## src/rtl/arb_req_ctrl_if.sv

```systemverilog
// Command, request/grant and beat-report bundle between a burst source, arb_req_ctrl and the arbiter.
// The slave modport is the controller's view; the master modport is the source/arbiter side.
interface arb_req_ctrl_if #(
    parameter int LEN_W = 4
);
    logic             cmd_valid;
    logic [1:0]       cmd_id;
    logic [LEN_W-1:0] cmd_len;
    logic             cmd_ready;

    logic             req_0;
    logic             req_1;
    logic             req_2;
    logic             req_3;
    logic             gnt_0;
    logic             gnt_1;
    logic             gnt_2;
    logic             gnt_3;

    logic             beat_valid;
    logic [1:0]       beat_id;
    logic             beat_last;
    logic [3:0]       done;
    logic             err_overrun;

    modport master (
        output cmd_valid, cmd_id, cmd_len,
        output gnt_0, gnt_1, gnt_2, gnt_3,
        input  cmd_ready,
        input  req_0, req_1, req_2, req_3,
        input  beat_valid, beat_id, beat_last, done, err_overrun
    );

    modport slave (
        input  cmd_valid, cmd_id, cmd_len,
        input  gnt_0, gnt_1, gnt_2, gnt_3,
        output cmd_ready,
        output req_0, req_1, req_2, req_3,
        output beat_valid, beat_id, beat_last, done, err_overrun
    );
endinterface

```

## src/rtl/arb_req_ctrl.sv

```systemverilog
// Request-side front end for the 4-client grant arbiter: one burst per client, counted grants, enforced low gap.
// Optional arbiter over-grant checker enabled by defining ARB_REQ_OVERRUN_CHK_EN.
module arb_req_ctrl #(
    parameter int LEN_W = 4,
    parameter int GAP   = 2
) (
    input logic           clock,
    input logic           reset,
    arb_req_ctrl_if.slave bus
);
    localparam int GAP_W = (GAP > 1) ? $clog2(GAP) : 1;

    typedef enum logic [1:0] {
        C_IDLE,
        C_REQ,
        C_XFER,
        C_GAP
    } cstate_e;

    cstate_e          state_q [4];
    cstate_e          state_d [4];
    logic [LEN_W-1:0] len_q   [4];
    logic [LEN_W-1:0] len_d   [4];
    logic [LEN_W-1:0] cnt_q   [4];
    logic [LEN_W-1:0] cnt_d   [4];
    logic [GAP_W-1:0] gap_q   [4];
    logic [GAP_W-1:0] gap_d   [4];

    logic [3:0] gnt;
    logic [3:0] beat;
    logic [3:0] last;
    logic [3:0] req_q;
    logic [3:0] req_d;
    logic [3:0] done_q;
    logic [3:0] done_d;
    logic       beat_valid_q;
    logic       beat_valid_d;
    logic [1:0] beat_id_q;
    logic [1:0] beat_id_d;
    logic       beat_last_q;
    logic       beat_last_d;

    assign gnt           = {bus.gnt_3, bus.gnt_2, bus.gnt_1, bus.gnt_0};
    assign bus.cmd_ready = (state_q[bus.cmd_id] == C_IDLE);

    // cnt is the index of the next beat, so the beat granted while cnt==len is the last one.
    always_comb begin
        for (int n = 0; n < 4; n++) begin
            state_d[n] = state_q[n];
            len_d[n]   = len_q[n];
            cnt_d[n]   = cnt_q[n];
            gap_d[n]   = gap_q[n];
            beat[n]    = 1'b0;
            last[n]    = 1'b0;
            case (state_q[n])
                C_IDLE: begin
                    if (bus.cmd_valid && (bus.cmd_id == 2'(n))) begin
                        state_d[n] = C_REQ;
                        len_d[n]   = bus.cmd_len;
                        cnt_d[n]   = '0;
                    end
                end
                C_REQ, C_XFER: begin
                    if (gnt[n]) begin
                        beat[n] = 1'b1;
                        if (cnt_q[n] == len_q[n]) begin
                            last[n]    = 1'b1;
                            state_d[n] = C_GAP;
                            gap_d[n]   = GAP_W'(GAP - 1);
                        end else begin
                            cnt_d[n]   = cnt_q[n] + 1'b1;
                            state_d[n] = C_XFER;
                        end
                    end
                end
                C_GAP: begin
                    if (gap_q[n] != '0) begin
                        gap_d[n] = gap_q[n] - 1'b1;
                    end else if (!gnt[n]) begin
                        state_d[n] = C_IDLE;
                    end
                end
                default: state_d[n] = C_IDLE;
            endcase
            req_d[n] = (state_d[n] == C_REQ) || (state_d[n] == C_XFER);
        end
    end

    // Beat report picks the lowest-index client when several count a beat in the same cycle.
    always_comb begin
        beat_valid_d = |beat;
        beat_id_d    = 2'd0;
        beat_last_d  = 1'b0;
        done_d       = last;
        for (int n = 3; n >= 0; n--) begin
            if (beat[n]) begin
                beat_id_d   = 2'(n);
                beat_last_d = last[n];
            end
        end
    end

    always_ff @(posedge clock) begin
        if (reset) begin
            for (int n = 0; n < 4; n++) begin
                state_q[n] <= C_IDLE;
                len_q[n]   <= '0;
                cnt_q[n]   <= '0;
                gap_q[n]   <= '0;
            end
            req_q        <= '0;
            done_q       <= '0;
            beat_valid_q <= 1'b0;
            beat_id_q    <= 2'd0;
            beat_last_q  <= 1'b0;
        end else begin
            for (int n = 0; n < 4; n++) begin
                state_q[n] <= state_d[n];
                len_q[n]   <= len_d[n];
                cnt_q[n]   <= cnt_d[n];
                gap_q[n]   <= gap_d[n];
            end
            req_q        <= req_d;
            done_q       <= done_d;
            beat_valid_q <= beat_valid_d;
            beat_id_q    <= beat_id_d;
            beat_last_q  <= beat_last_d;
        end
    end

    assign bus.req_0      = req_q[0];
    assign bus.req_1      = req_q[1];
    assign bus.req_2      = req_q[2];
    assign bus.req_3      = req_q[3];
    assign bus.beat_valid = beat_valid_q;
    assign bus.beat_id    = beat_id_q;
    assign bus.beat_last  = beat_last_q;
    assign bus.done       = done_q;

`ifdef ARB_REQ_OVERRUN_CHK_EN
    logic [1:0] age_q [4];
    logic [1:0] age_d [4];
    logic [3:0] overGrant;
    logic       err_q;
    logic       err_d;

    // age counts cycles spent in C_GAP (saturating); a grant beyond age 2 is the arbiter over-granting.
    always_comb begin
        for (int n = 0; n < 4; n++) begin
            if (state_q[n] != C_GAP) begin
                age_d[n] = 2'd0;
            end else if (age_q[n] == 2'd3) begin
                age_d[n] = 2'd3;
            end else begin
                age_d[n] = age_q[n] + 2'd1;
            end
            overGrant[n] = gnt[n] && ((state_q[n] == C_IDLE) ||
                                      ((state_q[n] == C_GAP) && (age_q[n] > 2'd2)));
        end
        err_d = err_q | (|overGrant) | ((gnt & (gnt - 4'd1)) != 4'd0);
    end

    always_ff @(posedge clock) begin
        if (reset) begin
            for (int n = 0; n < 4; n++) begin
                age_q[n] <= 2'd0;
            end
            err_q <= 1'b0;
        end else begin
            for (int n = 0; n < 4; n++) begin
                age_q[n] <= age_d[n];
            end
            err_q <= err_d;
        end
    end

    assign bus.err_overrun = err_q;
`else
    assign bus.err_overrun = 1'b0;
`endif
endmodule

```

## src/flat_wrapper.sv

```systemverilog
// flat-port wrapper written by rule: the top's interface ports become plain ports
module arb_req_ctrl_flat 
#(
    parameter int LEN_W = 4,
    parameter int GAP   = 2
)
  (clock, reset, bus_cmd_valid, bus_cmd_id, bus_cmd_len, bus_gnt_0, bus_gnt_1, bus_gnt_2, bus_gnt_3, bus_cmd_ready, bus_req_0, bus_req_1, bus_req_2, bus_req_3, bus_beat_valid, bus_beat_id, bus_beat_last, bus_done, bus_err_overrun);
  arb_req_ctrl_if #(.LEN_W(LEN_W)) bus_i ();
  input logic clock;
  input logic reset;
  input wire logic [$bits(bus_i.cmd_valid)-1:0] bus_cmd_valid;
  input wire logic [$bits(bus_i.cmd_id)-1:0] bus_cmd_id;
  input wire logic [$bits(bus_i.cmd_len)-1:0] bus_cmd_len;
  input wire logic [$bits(bus_i.gnt_0)-1:0] bus_gnt_0;
  input wire logic [$bits(bus_i.gnt_1)-1:0] bus_gnt_1;
  input wire logic [$bits(bus_i.gnt_2)-1:0] bus_gnt_2;
  input wire logic [$bits(bus_i.gnt_3)-1:0] bus_gnt_3;
  output wire logic [$bits(bus_i.cmd_ready)-1:0] bus_cmd_ready;
  output wire logic [$bits(bus_i.req_0)-1:0] bus_req_0;
  output wire logic [$bits(bus_i.req_1)-1:0] bus_req_1;
  output wire logic [$bits(bus_i.req_2)-1:0] bus_req_2;
  output wire logic [$bits(bus_i.req_3)-1:0] bus_req_3;
  output wire logic [$bits(bus_i.beat_valid)-1:0] bus_beat_valid;
  output wire logic [$bits(bus_i.beat_id)-1:0] bus_beat_id;
  output wire logic [$bits(bus_i.beat_last)-1:0] bus_beat_last;
  output wire logic [$bits(bus_i.done)-1:0] bus_done;
  output wire logic [$bits(bus_i.err_overrun)-1:0] bus_err_overrun;
  assign bus_i.cmd_valid = bus_cmd_valid;
  assign bus_i.cmd_id = bus_cmd_id;
  assign bus_i.cmd_len = bus_cmd_len;
  assign bus_i.gnt_0 = bus_gnt_0;
  assign bus_i.gnt_1 = bus_gnt_1;
  assign bus_i.gnt_2 = bus_gnt_2;
  assign bus_i.gnt_3 = bus_gnt_3;
  assign bus_cmd_ready = bus_i.cmd_ready;
  assign bus_req_0 = bus_i.req_0;
  assign bus_req_1 = bus_i.req_1;
  assign bus_req_2 = bus_i.req_2;
  assign bus_req_3 = bus_i.req_3;
  assign bus_beat_valid = bus_i.beat_valid;
  assign bus_beat_id = bus_i.beat_id;
  assign bus_beat_last = bus_i.beat_last;
  assign bus_done = bus_i.done;
  assign bus_err_overrun = bus_i.err_overrun;
  arb_req_ctrl #(.LEN_W(LEN_W), .GAP(GAP)) u_core (.clock(clock), .reset(reset), .bus(bus_i));
endmodule
```

## config.mk

```make
export PLATFORM = sky130hd
export DESIGN_NAME = arb_req_ctrl_flat
export DESIGN_NICKNAME = d
export VERILOG_FILES = /design/src/rtl/arb_req_ctrl_if.sv /design/src/rtl/arb_req_ctrl.sv /design/src/flat_wrapper.sv
export SDC_FILE = /design/constraint.sdc
export NUM_CORES = 1
export LEC_CHECK = 0
export CORE_MARGIN = 2
export CORE_UTILIZATION = 51
export DETAILED_ROUTE_END_ITERATION = 10
export PLACE_DENSITY_LB_ADDON = 0.15
export SLEW_MARGIN = 20
export SYNTH_ARGS = -nofsm -noshare
export SYNTH_HDL_FRONTEND = slang
export SYNTH_SLANG_ARGS = --single-unit
```

## constraint.sdc

```tcl
create_clock -name clock -period 1.9 [get_ports clock]
set_input_delay 0.57 -clock clock [delete_from_list [all_inputs] [get_ports clock]]
set_output_delay 0.57 -clock clock [all_outputs]
set_load 0.05 [all_outputs]
```

==> key figures <==
Synth
  • Mean Syn Cell Area: approximately 8.7 µm²
  • Synth warn: 0
  • Post-synthesis cell area: just under 0.003 mm²
  • Post-synthesis sequential area ratio: roughly two fifths
  • Syn nets: between 300 and 400
  • Synth Flop Type: dfxtp_1
  • EDFF count, synth: 0
  • Ys async rst share: 0%
  • Synth cell types: approximately 60
  • Post-Synthesis Cells: 333
  • #FFs+latches synth: between 50 and 60

Global routing
  • Global route overflow: 0
  • Largest net degree at the start of global routing: 17
  • Vias in the first global route: approximately 2,600
  • First-pass GRT wire length: approximately 11 mm
  • Antenna violations before repair: 0
  • Global-route usage over all layers: a little under a quarter

Power
  • Switch share: 27.2%
  • Internal power: about 0.0018 W
  • Switch Pwr: around 0.0007 W
  • Total power: roughly 0.0025 W
  • Pwr/cell area: around 660 mW/mm²
  • Gate power share: 19.5%
  • Sequential power share: about half
  • Worst VDD drop: between 0.0003 and 0.0004 V
  • Clk pwr share: roughly a third
  • Leak: ~1.5 nW

Drt
  • DRC: 0
  • Antenna Violating Nets Remaining: 0
  • DRT iter0 DRCs: roughly 120
  • Average routed wire per standard cell: ~14 µm
  • Total Routed Length: slightly below 7 mm
  • Vias per std cell: between 5 and 6
  • Detailed Routing Iterations Pass 1: 4
  • Vias: between 2,000 and 3,000

Layout
  • Most frequent cells in the layout: 68 x buf_4, 51 x dfxtp_1, 36 x nand2_1, 31 x a21oi_1, 20 x inv_1
  • Fillers: 457
  • Most common cell after layout, fill and taps aside: buf_4
  • Diodes inserted: 0
  • Storage cell area: 0.00113 mm²
  • Area grow syn2layout: 31.6%
  • Nets: about 430
  • Multi-input logic area: between 0.0015 and 0.002 mm²
  • Layout cells sized above 1: a little over a quarter

Clock tree
  • CTS tree: done
  • CTS HTree Levels: 2
  • Clk pin slew, worst setup/hold paths: ~100 ps
  • CTS Sinks: 56
  • CTS Hold Bufs: 0
  • Root Buffer: clkbuf_8
  • Clock latency on the worst-skew pair: slightly above 300 ps
  • CTS Buffer Depth: 2
  • Number of CTS-inserted buffers: 5

STA
  • Fin crit period: 1940 ps
  • Worst Skew: approximately 4.7 ps
  • Unrepaired setup endpoints after global routing: yes
  • Setup WS post-layout: -42.1 ps
  • Final Hold Vio Count: 0
  • Fmax: ~510 MHz
  • Final setup fails: 1
  • Setup TNS: -42.1 ps
  • Crit share post-route: 102%
  • Slew Limit Fails: 0

Setup path
  • CP required: 1330 ps
  • Crit Path Max Fanout: 7
  • RR Startpoint: u_core.state_q[1][0]
  • FF-to-FF setup slack: roughly 100 ps
  • WS Path Type: in -> out
  • Signal arrival time at the worst endpoint: 1370 ps
  • Reg2Reg Depth: 5
  • Element type at the critical path end: output port
  • RR Endpoint: u_core.req_q[1]
  • Worst setup SP type: primary input

Die
  • Die W: a little under 80 µm
  • Die area: roughly 0.0063 mm²
  • Core area: 0.00551 mm²
  • Die Span Y: 79.3 µm
  • Initial Utilization: a little over half
  • FP Rows: 27
  • Ports: 27

Hold path
  • Hold Crit Depth: 2
  • HP Start: u_core.len_q[1][3]
  • Worst Hold Class: reg -> reg
  • Worst Hold Endpoint: u_core.len_q[1][3]

Run
  • Max-Cap Viols: 0

Placement
  • Port Buffer Count: 25
  • RD Place Congestion: roughly 0.88
  • Detailed placer's ending HPWL: 5.21 mm

Outcome
  • Outcome: complete, but fails checks
  • Violations in the final reports: negative setup slack
[per-stage QoR]
stage	instance area (µm²)	cells	setup slack [ps]	hold slack [ps]	utilization (%)
global route	3810	480	-92.4	502	69.1
detailed placement	3570	471	-556	463	64.9
floorplan	2900	333	-8.26	448	-
CTS	3700	479	-104	477	67.1
finish	3810	480	-42.1	473	69.1
global placement	3570	471	-526	460	64.9
[worst max-delay path by stage]
stage | startpoint | endpoint | slack [ps] | cells after the start
2_1_floorplan | bus_cmd_id[0] | bus_cmd_ready | -8 | 4
3_3_place_gp | bus_cmd_id[0] | u_core.cnt_q[0][1] | -530 | 5
3_5_place_dp | bus_cmd_id[0] | u_core.cnt_q[0][1] | -560 | 5
4_1_cts | u_core.state_q[0][0] | bus_cmd_ready | -100 | 6
5_1_grt | u_core.state_q[1][1] | bus_cmd_ready | -90 | 5
6_report | bus_cmd_id[1] | bus_cmd_ready | -40 | 4
[cells in the mapped netlist (all sizes together) (3+ instances only)]
cell type   n  area, µm²
nand2      36        135
nand2b      3       18.8
mux2i       7       70.1
o21ai       8       40.0
or4         5       37.5
nor2b       4       25.0
mux2        4       45.0
a211oi      8       60.1
xnor2      12        105
nor3       11       55.1
o21a        9       67.6
and4        3       26.3
a221oi      3       26.3
o31ai       7       52.6
a21oi      33        165
dfxtp      56       1120
nand4       5       31.3
xor2        4       35.0
and3        4       25.0
buf         6       40.0
nand3       7       35.0
clkbuf     10       37.5
o221ai      3       26.3
ha         12        150
and2        4       25.0
inv        20       75.1
nor2       13       48.8
[power groups by stage]
stage / clock, W / sequential [W] / combinational (W)
3_5_place_dp: 0 / 0.00126 / 0.000452
3_3_place_gp: 0 / 0.00126 / 0.000447
5_1_grt: 0.000841 / 0.00123 / 0.000527
2_1_floorplan: 0 / 0.00130 / 0.000221
4_1_cts: 0.000797 / 0.00123 / 0.000455
6_report: 0.000785 / 0.00123 / 0.000487
[critical path, stage by stage]
cell	delay, ps
clkdlybuf4s15_2	260
a311oi_4	320
a21oi_4	60
buf_12	150
[kinds of logic (layout without fill, tap and decap cells)]
kind of cell / count (synthesis) / count (layout) / synth area share [%]
AO/OA/AOI/OAI: 94 / 94 / 21.9
XOR/XNOR: 16 / 16 / 4.85
adder cells (fa/ha/maj): 12 / 12 / 5.19
buffers and inverters: 36 / 111 / 5.28
flip-flops: 56 / 56 / 38.8
multiplexers: 11 / 11 / 3.98
other: 1 / 1 / 0.130
AND/OR/NAND/NOR: 107 / 107 / 19.9
[layout make-up]
cell class / instances / area share, %
Inverter: 20 / 1.97
Multi-Input combinational cell: 241 / 45.4
Clock inverter: 2 / 0.920
Sequential cell: 56 / 29.6
Tap cell: 72 / 2.37
Timing Repair Buffer: 83 / 17.8
Clock buffer: 6 / 1.91
[layer usage]
layer	wire length [µm]	track usage, %
met1	3240	28.0
met2	3350	40.4
met3	188	3.86
met4	57	5.34
met5	0	0
[repair_timing]
item                                    4_1_cts  5_1_grt
pin swaps                                     2        6
gates resized for setup                      15       20
buffers inserted                              0        2
endpoints found under the setup margin       18       12
[flip-flops by register name, summed over array words and instances (netlist names)]
register               flops
u_core.bus.done            4
u_core.bus.beat_last       1
u_core.state_q             8
u_core.bus.beat_id         2
u_core.cnt_q              16
u_core.len_q              16
u_core.req_q               4
u_core.gap_q               4
u_core.bus.beat_valid      1
(Power assumes the default switching activity.)
